## src/rtl/prt_led_pkg.sv

```systemverilog
// prt_led_pkg: shared mode/state types and constants for the LED controller
package prt_led_pkg;
  typedef enum logic [1:0] {M_OFF, M_ON, M_BLINK, M_BURST} mode_e;
  typedef enum logic [2:0] {S_OFF, S_ON, S_PULSE_ON, S_PULSE_OFF, S_GAP} state_e;
  localparam logic [3:0] GAP_LEN = 4'd8;
  function automatic state_e start_state(mode_e m, logic [3:0] cnt);
    return m == M_OFF ? S_OFF : m == M_ON ? S_ON : (m == M_BURST && cnt == '0) ? S_OFF : S_PULSE_ON;
  endfunction
endpackage

```

## src/rtl/prt_led_ch.sv

```systemverilog
// prt_led_ch: one LED channel (config registers, blink/burst FSM, optional PRT_LED_PWM_EN duty gate)
module prt_led_ch
  import prt_led_pkg::*;
#(
  parameter int P_IDX      = 0,
  parameter int P_PERIOD_W = 8
) (
  input  logic                  clk,
  input  logic                  rst,
  input  logic                  cfg_wr,
  input  logic [3:0]            cfg_ch,
  input  logic [1:0]            cfg_mode,
  input  logic [P_PERIOD_W-1:0] cfg_period,
  input  logic [3:0]            cfg_cnt,
  input  logic                  sync,
  input  logic                  tick,
`ifdef PRT_LED_PWM_EN
  input  logic [7:0]            cfg_duty,
  input  logic [7:0]            pwm,
`endif
  output logic                  led
);
  mode_e                 mode_q, mode_d;
  state_e                state_q, state_d;
  logic [P_PERIOD_W-1:0] period_q, period_d, phase_q, phase_d, ph_last;
  logic [3:0]            cnt_q, cnt_d, pulse_q, pulse_d;
  logic                  led_q, led_d, wr, ph_end, burst_done, gap_done;
`ifdef PRT_LED_PWM_EN
  logic [7:0]            duty_q, duty_d;
`endif
  // config capture, restart on write/sync, phase/pulse sequencing on ticks
  always_comb begin
    wr = cfg_wr && cfg_ch == 4'(P_IDX);
    mode_d = wr ? mode_e'(cfg_mode) : mode_q;
    period_d = wr ? cfg_period : period_q;
    cnt_d = wr ? cfg_cnt : cnt_q;
    ph_last = period_q == '0 ? '0 : period_q - P_PERIOD_W'(1);
    ph_end = phase_q >= ph_last;
    burst_done = mode_q == M_BURST && pulse_q + 4'd1 == cnt_q;
    gap_done = pulse_q == GAP_LEN - 4'd1;
    state_d = state_q;
    phase_d = phase_q;
    pulse_d = pulse_q;
    if (wr || sync) begin
      state_d = start_state(mode_d, cnt_d);
      phase_d = '0;
      pulse_d = '0;
    end else if (tick && state_q inside {S_PULSE_ON, S_PULSE_OFF, S_GAP}) begin
      phase_d = ph_end ? '0 : phase_q + P_PERIOD_W'(1);
      if (ph_end) begin
        state_d = state_q == S_PULSE_ON ? S_PULSE_OFF :
                  state_q == S_PULSE_OFF ? (burst_done ? S_GAP : S_PULSE_ON) :
                  (gap_done ? S_PULSE_ON : S_GAP);
        pulse_d = state_q == S_PULSE_ON ? pulse_q :
                  state_q == S_PULSE_OFF ? ((burst_done || mode_q != M_BURST) ? '0 : pulse_q + 4'd1) :
                  (gap_done ? '0 : pulse_q + 4'd1);
      end
    end
    led_d = state_d == S_ON || state_d == S_PULSE_ON;
`ifdef PRT_LED_PWM_EN
    duty_d = wr ? cfg_duty : duty_q;
    led_d = led_d && pwm < duty_d;
`endif
  end
  // channel registers
  always_ff @(posedge clk) begin
    if (rst) begin
      mode_q <= M_OFF;
      state_q <= S_OFF;
      period_q <= '0;
      phase_q <= '0;
      cnt_q <= '0;
      pulse_q <= '0;
      led_q <= 1'b0;
`ifdef PRT_LED_PWM_EN
      duty_q <= 8'hFF;
`endif
    end else begin
      mode_q <= mode_d;
      state_q <= state_d;
      period_q <= period_d;
      phase_q <= phase_d;
      cnt_q <= cnt_d;
      pulse_q <= pulse_d;
      led_q <= led_d;
`ifdef PRT_LED_PWM_EN
      duty_q <= duty_d;
`endif
    end
  end
  assign led = led_q;
endmodule

```

## src/rtl/prt_led_ctl.sv

```systemverilog
// prt_led_ctl: multi-channel LED controller with shared tick prescaler; PRT_LED_PWM_EN adds duty gating
module prt_led_ctl
  import prt_led_pkg::*;
#(
  parameter int P_CHANNELS = 4,
  parameter int P_PRESCALE = 100000,
  parameter int P_PERIOD_W = 8
) (
  input  logic                  CLK_IN,
  input  logic                  RST_IN,
  input  logic                  CFG_WR_IN,
  input  logic [3:0]            CFG_CH_IN,
  input  logic [1:0]            CFG_MODE_IN,
  input  logic [P_PERIOD_W-1:0] CFG_PERIOD_IN,
  input  logic [3:0]            CFG_CNT_IN,
  input  logic [7:0]            CFG_DUTY_IN,
  input  logic                  SYNC_IN,
  output logic [P_CHANNELS-1:0] LED_OUT
);
  localparam int PRE_W = $clog2(P_PRESCALE);
  logic [PRE_W-1:0] pre_q, pre_d;
  logic             tick;
`ifdef PRT_LED_PWM_EN
  logic [7:0]       pwm_q, pwm_d;
`else
  logic             unused_duty;
  assign unused_duty = ^CFG_DUTY_IN;
`endif
  // shared prescaler: tick on the cycle it wraps, SYNC realigns it
  always_comb begin
    tick = pre_q == PRE_W'(P_PRESCALE - 1);
    pre_d = (SYNC_IN || tick) ? '0 : pre_q + PRE_W'(1);
`ifdef PRT_LED_PWM_EN
    pwm_d = pwm_q + 8'd1;
`endif
  end
  // prescaler and free-running PWM counter registers
  always_ff @(posedge CLK_IN) begin
    if (RST_IN) begin
      pre_q <= '0;
`ifdef PRT_LED_PWM_EN
      pwm_q <= '0;
`endif
    end else begin
      pre_q <= pre_d;
`ifdef PRT_LED_PWM_EN
      pwm_q <= pwm_d;
`endif
    end
  end
  for (genvar i = 0; i < P_CHANNELS; i++) begin : g_ch
    prt_led_ch #(
      .P_IDX      (i),
      .P_PERIOD_W (P_PERIOD_W)
    ) u_ch (
      .clk        (CLK_IN),
      .rst        (RST_IN),
      .cfg_wr     (CFG_WR_IN),
      .cfg_ch     (CFG_CH_IN),
      .cfg_mode   (CFG_MODE_IN),
      .cfg_period (CFG_PERIOD_IN),
      .cfg_cnt    (CFG_CNT_IN),
      .sync       (SYNC_IN),
      .tick       (tick),
`ifdef PRT_LED_PWM_EN
      .cfg_duty   (CFG_DUTY_IN),
      .pwm        (pwm_q),
`endif
      .led        (LED_OUT[i])
    );
  end
endmodule

```

## config.mk

```make
export PLATFORM = sky130hd
export DESIGN_NAME = prt_led_ctl
export DESIGN_NICKNAME = d
export VERILOG_FILES = /design/src/rtl/prt_led_pkg.sv /design/src/rtl/prt_led_ch.sv /design/src/rtl/prt_led_ctl.sv
export SDC_FILE = /design/constraint.sdc
export NUM_CORES = 1
export LEC_CHECK = 0
export ABC_AREA = 1
export BUFFER_PORTS_ARGS = -buffer_cell sky130_fd_sc_hd__buf_4
export CAP_MARGIN = 0
export CORE_ASPECT_RATIO = 1.75
export CORE_MARGIN = 2
export CORE_UTILIZATION = 46
export DETAILED_ROUTE_END_ITERATION = 12
export PLACE_DENSITY = 0.65
export SLEW_MARGIN = 20
export SYNTH_ARGS = -nofsm -noshare
export SYNTH_HDL_FRONTEND = slang
export SYNTH_SLANG_ARGS = --single-unit
```

## constraint.sdc

```tcl
create_clock -name CLK_IN -period 3.7 [get_ports CLK_IN]
set_input_delay 1.11 -clock CLK_IN [delete_from_list [all_inputs] [get_ports CLK_IN]]
set_output_delay 1.11 -clock CLK_IN [all_outputs]
set_load 0.01 [all_outputs]
```

# Yosys cells after proc, flatten, opt, wreduce, memory -nomap -nowiden
# Index checks and enable logic that the tools add are counted.
op_classes:
  addsub: 13
  magnitude_cmp: 4
  eq_ne: 48
  mux: 68
  bitwise_logic: 4
  reduce_logical: 55
op_table:
  columns: ["cell", "n"]
  rows:
  - ["3-bit two-way mux", 36]
  - ["4-bit two-way mux", 16]
  - ["8-bit two-way mux", 8]
  - ["3-bit by 2-bit == test with 1-bit output, second input constant", 12]
  - ["8-bit by 1-bit adder with 8-bit output, second input constant", 4]
  - ["8-bit >= comparator", 4]
  - ["8-bit logical NOT", 4]
  - ["8-bit by 1-bit subtractor with 8-bit output, second input constant", 4]
  - ["4-bit logical NOT", 5]
  - ["17-bit by 1-bit adder with 17-bit output, second input constant", 1]
  - ["17-bit == test, second input constant", 1]
  - ["4-bit by 1-bit adder with 4-bit output, second input constant", 4]
  - ["2-bit == test, second input constant", 8]
  - ["4-bit by 3-bit == test with 1-bit output, second input constant", 4]
  - ["4-bit == test", 4]
  - ["1-bit logical AND", 16]
  - ["2-bit two-way mux", 8]
  - ["1-bit logical OR", 13]
  - ["3-bit by 1-bit == test with 1-bit output, second input constant", 4]
  - ["3-bit == test, second input constant", 4]
  - ["3-bit AND reduction", 4]
  - ["3-bit nonzero test", 4]
  - ["2-bit OR reduction", 5]
  - ["2-bit by 1-bit == test with 1-bit output, second input constant", 4]
  - ["5 further kinds", 15]
totals:
  ff_bits: 137
  input_bits: 30
  out_inout_bits: 4
  elab_cells: 221

# Depth between registers and ports, before layout
logic_depth:
  ltp_word: 11
  depth_mapped: 25
  depth_no_buf: 25

# By module
# From an unflattened synthesis, not the netlist that was laid out.
hier_totals:
  hier_cells: 1159
  hier_area_um2: 8239.2
modules_own_cells:
  columns: ["mod", "instances", "cells_each", "area_each_um2", "seq_area_each_um2"]
  rows:
  - ["prt_led_ch (g_ch[1].u_ch ...)", 2, 259, 1856.8, 600.6]
  - ["prt_led_ch (g_ch[3].u_ch)", 1, 257, 1826.8, 600.6]
  - ["prt_led_ch (g_ch[0].u_ch)", 1, 257, 1814.2, 600.6]
  - ["prt_led_ctl", 1, 127, 884.6, 340.3]

# Worst setup path before layout
# No wires, ideal clock.
synth_path:
  path_type: "register to register"
  from: "register g_ch[3].u_ch.period_q[0]"
  to: "register g_ch[3].u_ch.led_q"
  setup_time_ps: 115
  arrival_ps: 2405
  t_required_ps: 3585
  slack_ps: 1180
  path_stages_with_launch: 22
  n_path_buf: 0
  synth_period_minus_slack_ps: 2520
  cell_sequence: "dfxtp_1 > inv_1 > ha_1 > nand2_1 > nor3_1 > inv_1 > nor3_1 > inv_1 > o21ai_0 > ha_1 > nand2_1 > inv_1 > nand2_1 > nand2_1 > nand2_1 > nand3_1 > nand2_1 > nand2_1 > nand3_1 > nand2_1 > a21oi_1 > nor2_1"
synth_via:
  elab_chain_cells: 8
  word_cells_on_any_way: 10
  cone_classes: "add/sub (1); order compare (1); eq/ne (2); mux (4); reduce/logical (2)"
synth_rtl:
  columns: ["element", "line_no", "rtl"]
  rows:
  - ["start, declared", "prt_led_ch.sv:25", "logic [P_PERIOD_W-1:0] period_q, period_d, phase_q, phase_d, ph_last;"]
  - ["start signal, assigned", "prt_led_ch.sv:81", "period_q <= period_d;"]
  - ["8-bit by 1-bit subtractor with 8-bit output / 8-bit logical NOT (equally long branches)", "prt_led_ch.sv:37", "ph_last = period_q == '0 ? '0 : period_q - P_PERIOD_W'(1);"]
  - ["8-bit two-way mux *", "prt_led_ch.sv:37", null]
  - ["8-bit >= comparator *", "prt_led_ch.sv:38", "ph_end = phase_q >= ph_last;"]
  - ["3-bit two-way mux *", "prt_led_ch.sv:50", "if (ph_end) begin"]
  - ["3-bit two-way mux *", "prt_led_ch.sv:48", "end else if (tick && state_q inside {S_PULSE_ON, S_PULSE_OFF, S_GAP}) begin"]
  - ["3-bit two-way mux *", "prt_led_ch.sv:44", "if (wr || sync) begin"]
  - ["3-bit by 1-bit == test with 1-bit output / 3-bit by 2-bit == test with 1-bit output (equally long branches)", "prt_led_ch.sv:59", "led_d = state_d == S_ON || state_d == S_PULSE_ON;"]
  - ["1-bit logical OR *", "prt_led_ch.sv:59", null]
  - ["end signal, assigned", "prt_led_ch.sv:85", "led_q <= led_d;"]
  - ["end, declared", "prt_led_ch.sv:27", "logic led_q, led_d, wr, ph_end, burst_done, gap_done;"]
# Mark *: on every way between the ends. The rest lies on a longest branch, timed or not.
# A chain may end at the register's enable or synchronous reset.

# Worst setup path in the final report
layout_path:
  from: "register g_ch[3].u_ch.period_q[0]"
  to: "register g_ch[3].u_ch.phase_q[1]"
layout_via:
  elab_chain_cells: 4
  word_cells_on_any_way: 5
  cone_classes: "add/sub (1); order compare (1); mux (2); reduce/logical (1)"
layout_rtl:
  columns: ["element", "line_no", "rtl"]
  rows:
  - ["8-bit by 1-bit subtractor with 8-bit output / 8-bit logical NOT (equally long branches)", "prt_led_ch.sv:37", null]
  - ["8-bit two-way mux *", "prt_led_ch.sv:37", null]
  - ["8-bit >= comparator *", "prt_led_ch.sv:38", null]
  - ["8-bit two-way mux *", "prt_led_ch.sv:49", "phase_d = ph_end ? '0 : phase_q + P_PERIOD_W'(1);"]
  - ["end signal, assigned", "prt_led_ch.sv:82", "phase_q <= phase_d;"]
  - ["end, declared", "prt_led_ch.sv:25", null]
# Marks and branches as above.

==> impl.org <==
** Setup path
- Worst Setup Start Kind :: flop
- The startpoint identified for the worst register-to-register timing path is g_ch[3].u_ch.period_q[0]$_SDFFE_PP0P_.
- The number of cells on the worst reg-to-reg path is 18.
- On the critical path, the stage with the largest delay is an instance of dfxtp_1.
- Tracing the worst setup path back leads to its startpoint at g_ch[3].u_ch.period_q[0]$_SDFFE_PP0P_.
- The critical path goes through inv_1, ha_1, nand2_1, nor3_1, inv_1, nor3_1, inv_1, o21ai_0, ha_1, nand2_1, inv_1, nand2_1, nand2_1, nand2_1, nand3_1, nand2_1, nand2_1, a211oi_1.
- Critical path start-end classification :: reg2reg
- For the worst setup path, the data required time is 4.03 ns.
- Delay of the slowest cell on the worst path :: 0.32 ns
- Most frequent cell on the critical path :: nand2_1
- Counting both buffers and inverters, the worst setup path holds a total of 4.
- Maximum fanout count along the critical path :: 8
- CP Depth :: 18
- Grouping stages by cell kind, the critical path spends the most delay in simple AND/OR/NAND/NOR gates.
- Crit path DAT :: 3.45 ns
- STA classifies the critical path endpoint as a flop.

** Global route
- Global routing used 21.1% of the available tracks.
- The first global-routing pass estimated 30800 um of wire.
- Global routing finished with a remaining overflow of 0.
- Via count of the first global-routing pass :: 6938
- Largest net degree at the start of global routing :: 48
- Initial antenna violation count :: 0

** Yosys
- Count of cell types in the netlist :: 39
- Of the synthesized area, sequential elements account for 34.7%.
- In this run, synthesis produced a sequential element count of 137.
- Yosys Warn Count :: 0
- Top cells by area, synth :: dfxtp_1 35%, nand2_1 13%, inv_1 8.1%, ha_1 7.1%, nor2_1 7.1%
- Cell area after technology mapping :: 7910 um^2
- Leading cell types by count after synthesis :: 281 x nand2_1, 171 x inv_1, 149 x nor2_1, 137 x dfxtp_1, 87 x a21oi_1
- The most used flip-flop cell after synthesis is dfxtp_1.
- Average instance area after synthesis :: 6.65 um^2
- The largest total area in the synthesized netlist belongs to dfxtp_1.
- In the synthesized netlist the async set-or-reset flop fraction comes to 0%.
- EDFF count, synth :: 0
- When the netlist entered floorplanning its net count stood at 1264.
- Post-synthesis cell count :: 1189
- Yosys instantiated no cell more often than nand2_1.
- Summed over its instances, the top area cell type makes up 34.7% of the synthesized netlist area.

** Layout
- Sequential cell area :: 2740 um^2
- Summing all multi-input logic gate instances after layout gives 4410 um^2.
- NumNets Final :: 1289
- Syn-to-layout area delta :: 12.6%
- Inserted Diodes :: 0
- Of the cells placed in the final design, the portion with a size suffix greater than 1 is 8.40%.
- Filler cells :: 1787

** Clock tree
- Clock-pin slew was measured on the worst setup and hold paths at 0.06 ns.
- TritonCTS built the clock tree.
- Hold repair after CTS inserted 0 buffers.
- Post_cts resized :: 0
- Number of sinks on the clock net :: 137
- Number of buffers added for setup after CTS :: 0
- The clock tree synthesis step divided the H-tree into 4 levels.
- Worst-skew pair later-pin latency :: 0.42 ns
- Cell at the root of the clock tree :: clkbuf_16
- In this run, CTS created clock tree buffers numbering 17.
- The longest clock path from root to sink contains 2 buffers.

** Power and ir drop
- In this run the power density over the cells is 405 nW/um^2.
- Peak supply drop :: 0.000258 V
- Leakage :: 3.90 nW

** Run status
- Outcome :: finished clean

** Placed design
- Routability congestion estimate from global placement :: 0.817
- Count of input and output buffers :: 25
- Detailed-placement wirelength estimate :: 14100 um
- Prior to clock tree synthesis, the placed netlist has a worst setup slack of 0.579 ns.

** Worst hold path
- The worst hold path belongs to the class reg2reg.
- Counting instances, the worst hold path has a depth of 1.
- Startpoint of the worst hold path :: pre_q[0]$_SDFF_PP0_

** Die
- The initial utilization of the core area, before any placement, comes to 46.9%.
- The total area inside the core boundary comes to 16900 um^2.
- The die is 103 um wide.
- The die covers 18300 um^2.
- 34 I/O pins were placed.
- After floorplanning, the core was divided into 63 placement rows.
- Measured along the y axis, the die boundary spans 177 um.

** STA
- The final critical path takes up 84.2% of the cycle.
- Unrepaired setup endpoints after global routing :: false
- Final worst clock skew :: 0.0102 ns
- Worst-margin pin slew :: 0.650 ns
- Total count of hold-check failures in the final report :: 0
- Worst max-slew margin expressed relative to the limit :: 56.6%
- The number of max-slew violations in the final report came to 0.
- Total of endpoints with negative setup slack in the final report :: 0
- Post-layout worst setup margin :: 0.586 ns
- Highest Clock Rate :: 321 MHz
- Setup TNS :: 0 ns
- The worst path in the final design needs a cycle of 3.11 ns, including I/O delays and setup.

** Route
- Average detailed-routed wire length per instance :: 12.6 um
- Wires add up to 18300 um.
- In this run the top signal layer used is met4.
- Number of DRC violations after detailed routing :: 0
- Met3 layer wire length in the routed design :: 377 um
- The count of nets left with antenna violations once routing finished came out at 0.
- The first detailed-routing pass ran for 5 iterations.
- DR vias/cell :: 5.05
- Total via count after detailed routing :: 7344
- In the detailed route, the total length drawn on met2 is 10100 um.
- WL met1 :: 7440 um
- Number of violations reported at the end of detailed-routing iteration 0 :: 328

** Flow run
- Number of max-cap violations :: 0
[cell type report]
type                       instances  area share (%)
tap                              227            3.19
timing repair buffer              27            2.28
clock inverter                    12            1.69
sequential                       137            30.8
multi-input combinational        856            49.6
clock buffer                      19            5.09
inverter                         175            7.38
[flip-flops by register name (all words and copies together), names as in the netlist]
name                flops
g_ch.u_ch.period_q     32
g_ch.u_ch.phase_q      32
pre_q                  17
g_ch.u_ch.cnt_q        16
g_ch.u_ch.pulse_q      16
g_ch.u_ch.state_q      12
g_ch.u_ch.mode_q        8
g_ch.u_ch.led           4
[worst reg2reg max path: cells and delay by family (launching register included)]
family,cells,cell delay (ns)
and+or+nand+nor,10,1.46
adders and majority gates,2,0.47
buffers and inverters,4,0.40
AOI/OAI and AO/OA,2,0.38
DFF,1,0.32
[cells by family after synthesis]
logic type	Yosys count	synth area share, %
AND/OR/NAND/NOR	607	34.0
multiplexers	1	0.127
XOR/XNOR	22	2.44
adder cells (fa/ha/maj)	45	7.12
buffers and inverters	196	9.52
flip-flops	137	34.7
AO/OA/AOI/OAI	181	12.2
[per-stage QoR]
| stage | instance area, um^2 | util [%] | hold WS (ns) | cells | total power, mW |
|---|---|---|---|---|---|
| after global routing | 8900 | 52.8 | 0.475 | 1453 | 3.76 |
| after floorplan | 7910 | - | 0.418 | 1189 | 1.80 |
| final | 8900 | 52.8 | 0.447 | 1453 | 3.60 |
| after detailed placement | 8300 | 49.2 | 0.439 | 1422 | 1.89 |
| after global placement | 8300 | 49.2 | 0.436 | 1422 | 1.89 |
| after CTS | 8900 | 52.8 | 0.453 | 1453 | 3.64 |
[per-layer routing]
layer / vias up / track usage, %
li1: 3882 / -
met5: - / 0
met3: 27 / 3.43
met4: 0 / 6.96
met2: 83 / 39.7
met1: 3352 / 23.4
[worst paths after layout]
check,slack [ns],to
worst max-delay path,0.59,g_ch[3].u_ch.phase_q[1]$_SDFFE_PP0P_
worst max register to register,0.59,g_ch[3].u_ch.phase_q[1]$_SDFFE_PP0P_
worst min register to register,0.45,pre_q[0]$_SDFF_PP0_
worst min-delay path,0.45,pre_q[0]$_SDFF_PP0_
[layout by cell type (no fill, tap or decap), types with 27 or more instances in the layout]
cell,Yosys,layout
nand3_1,67,67
nand2_1,281,281
inv_1,171,171
buf_4,4,27
dfxtp_1,137,137
o21ai_0,67,67
nor3_1,35,35
a21oi_1,87,87
nor2_1,149,149
ha_1,45,45
[power by group]
group          internal, mW  leakage (nW)  switching [mW]  total (mW)
Sequential             1.49          1.11          0.0133        1.51
Clock                  1.09         0.291           0.657        1.74
Combinational         0.125          2.51           0.227       0.352
Total                  2.71          3.90           0.898        3.60
(Power assumes the default switching activity.)
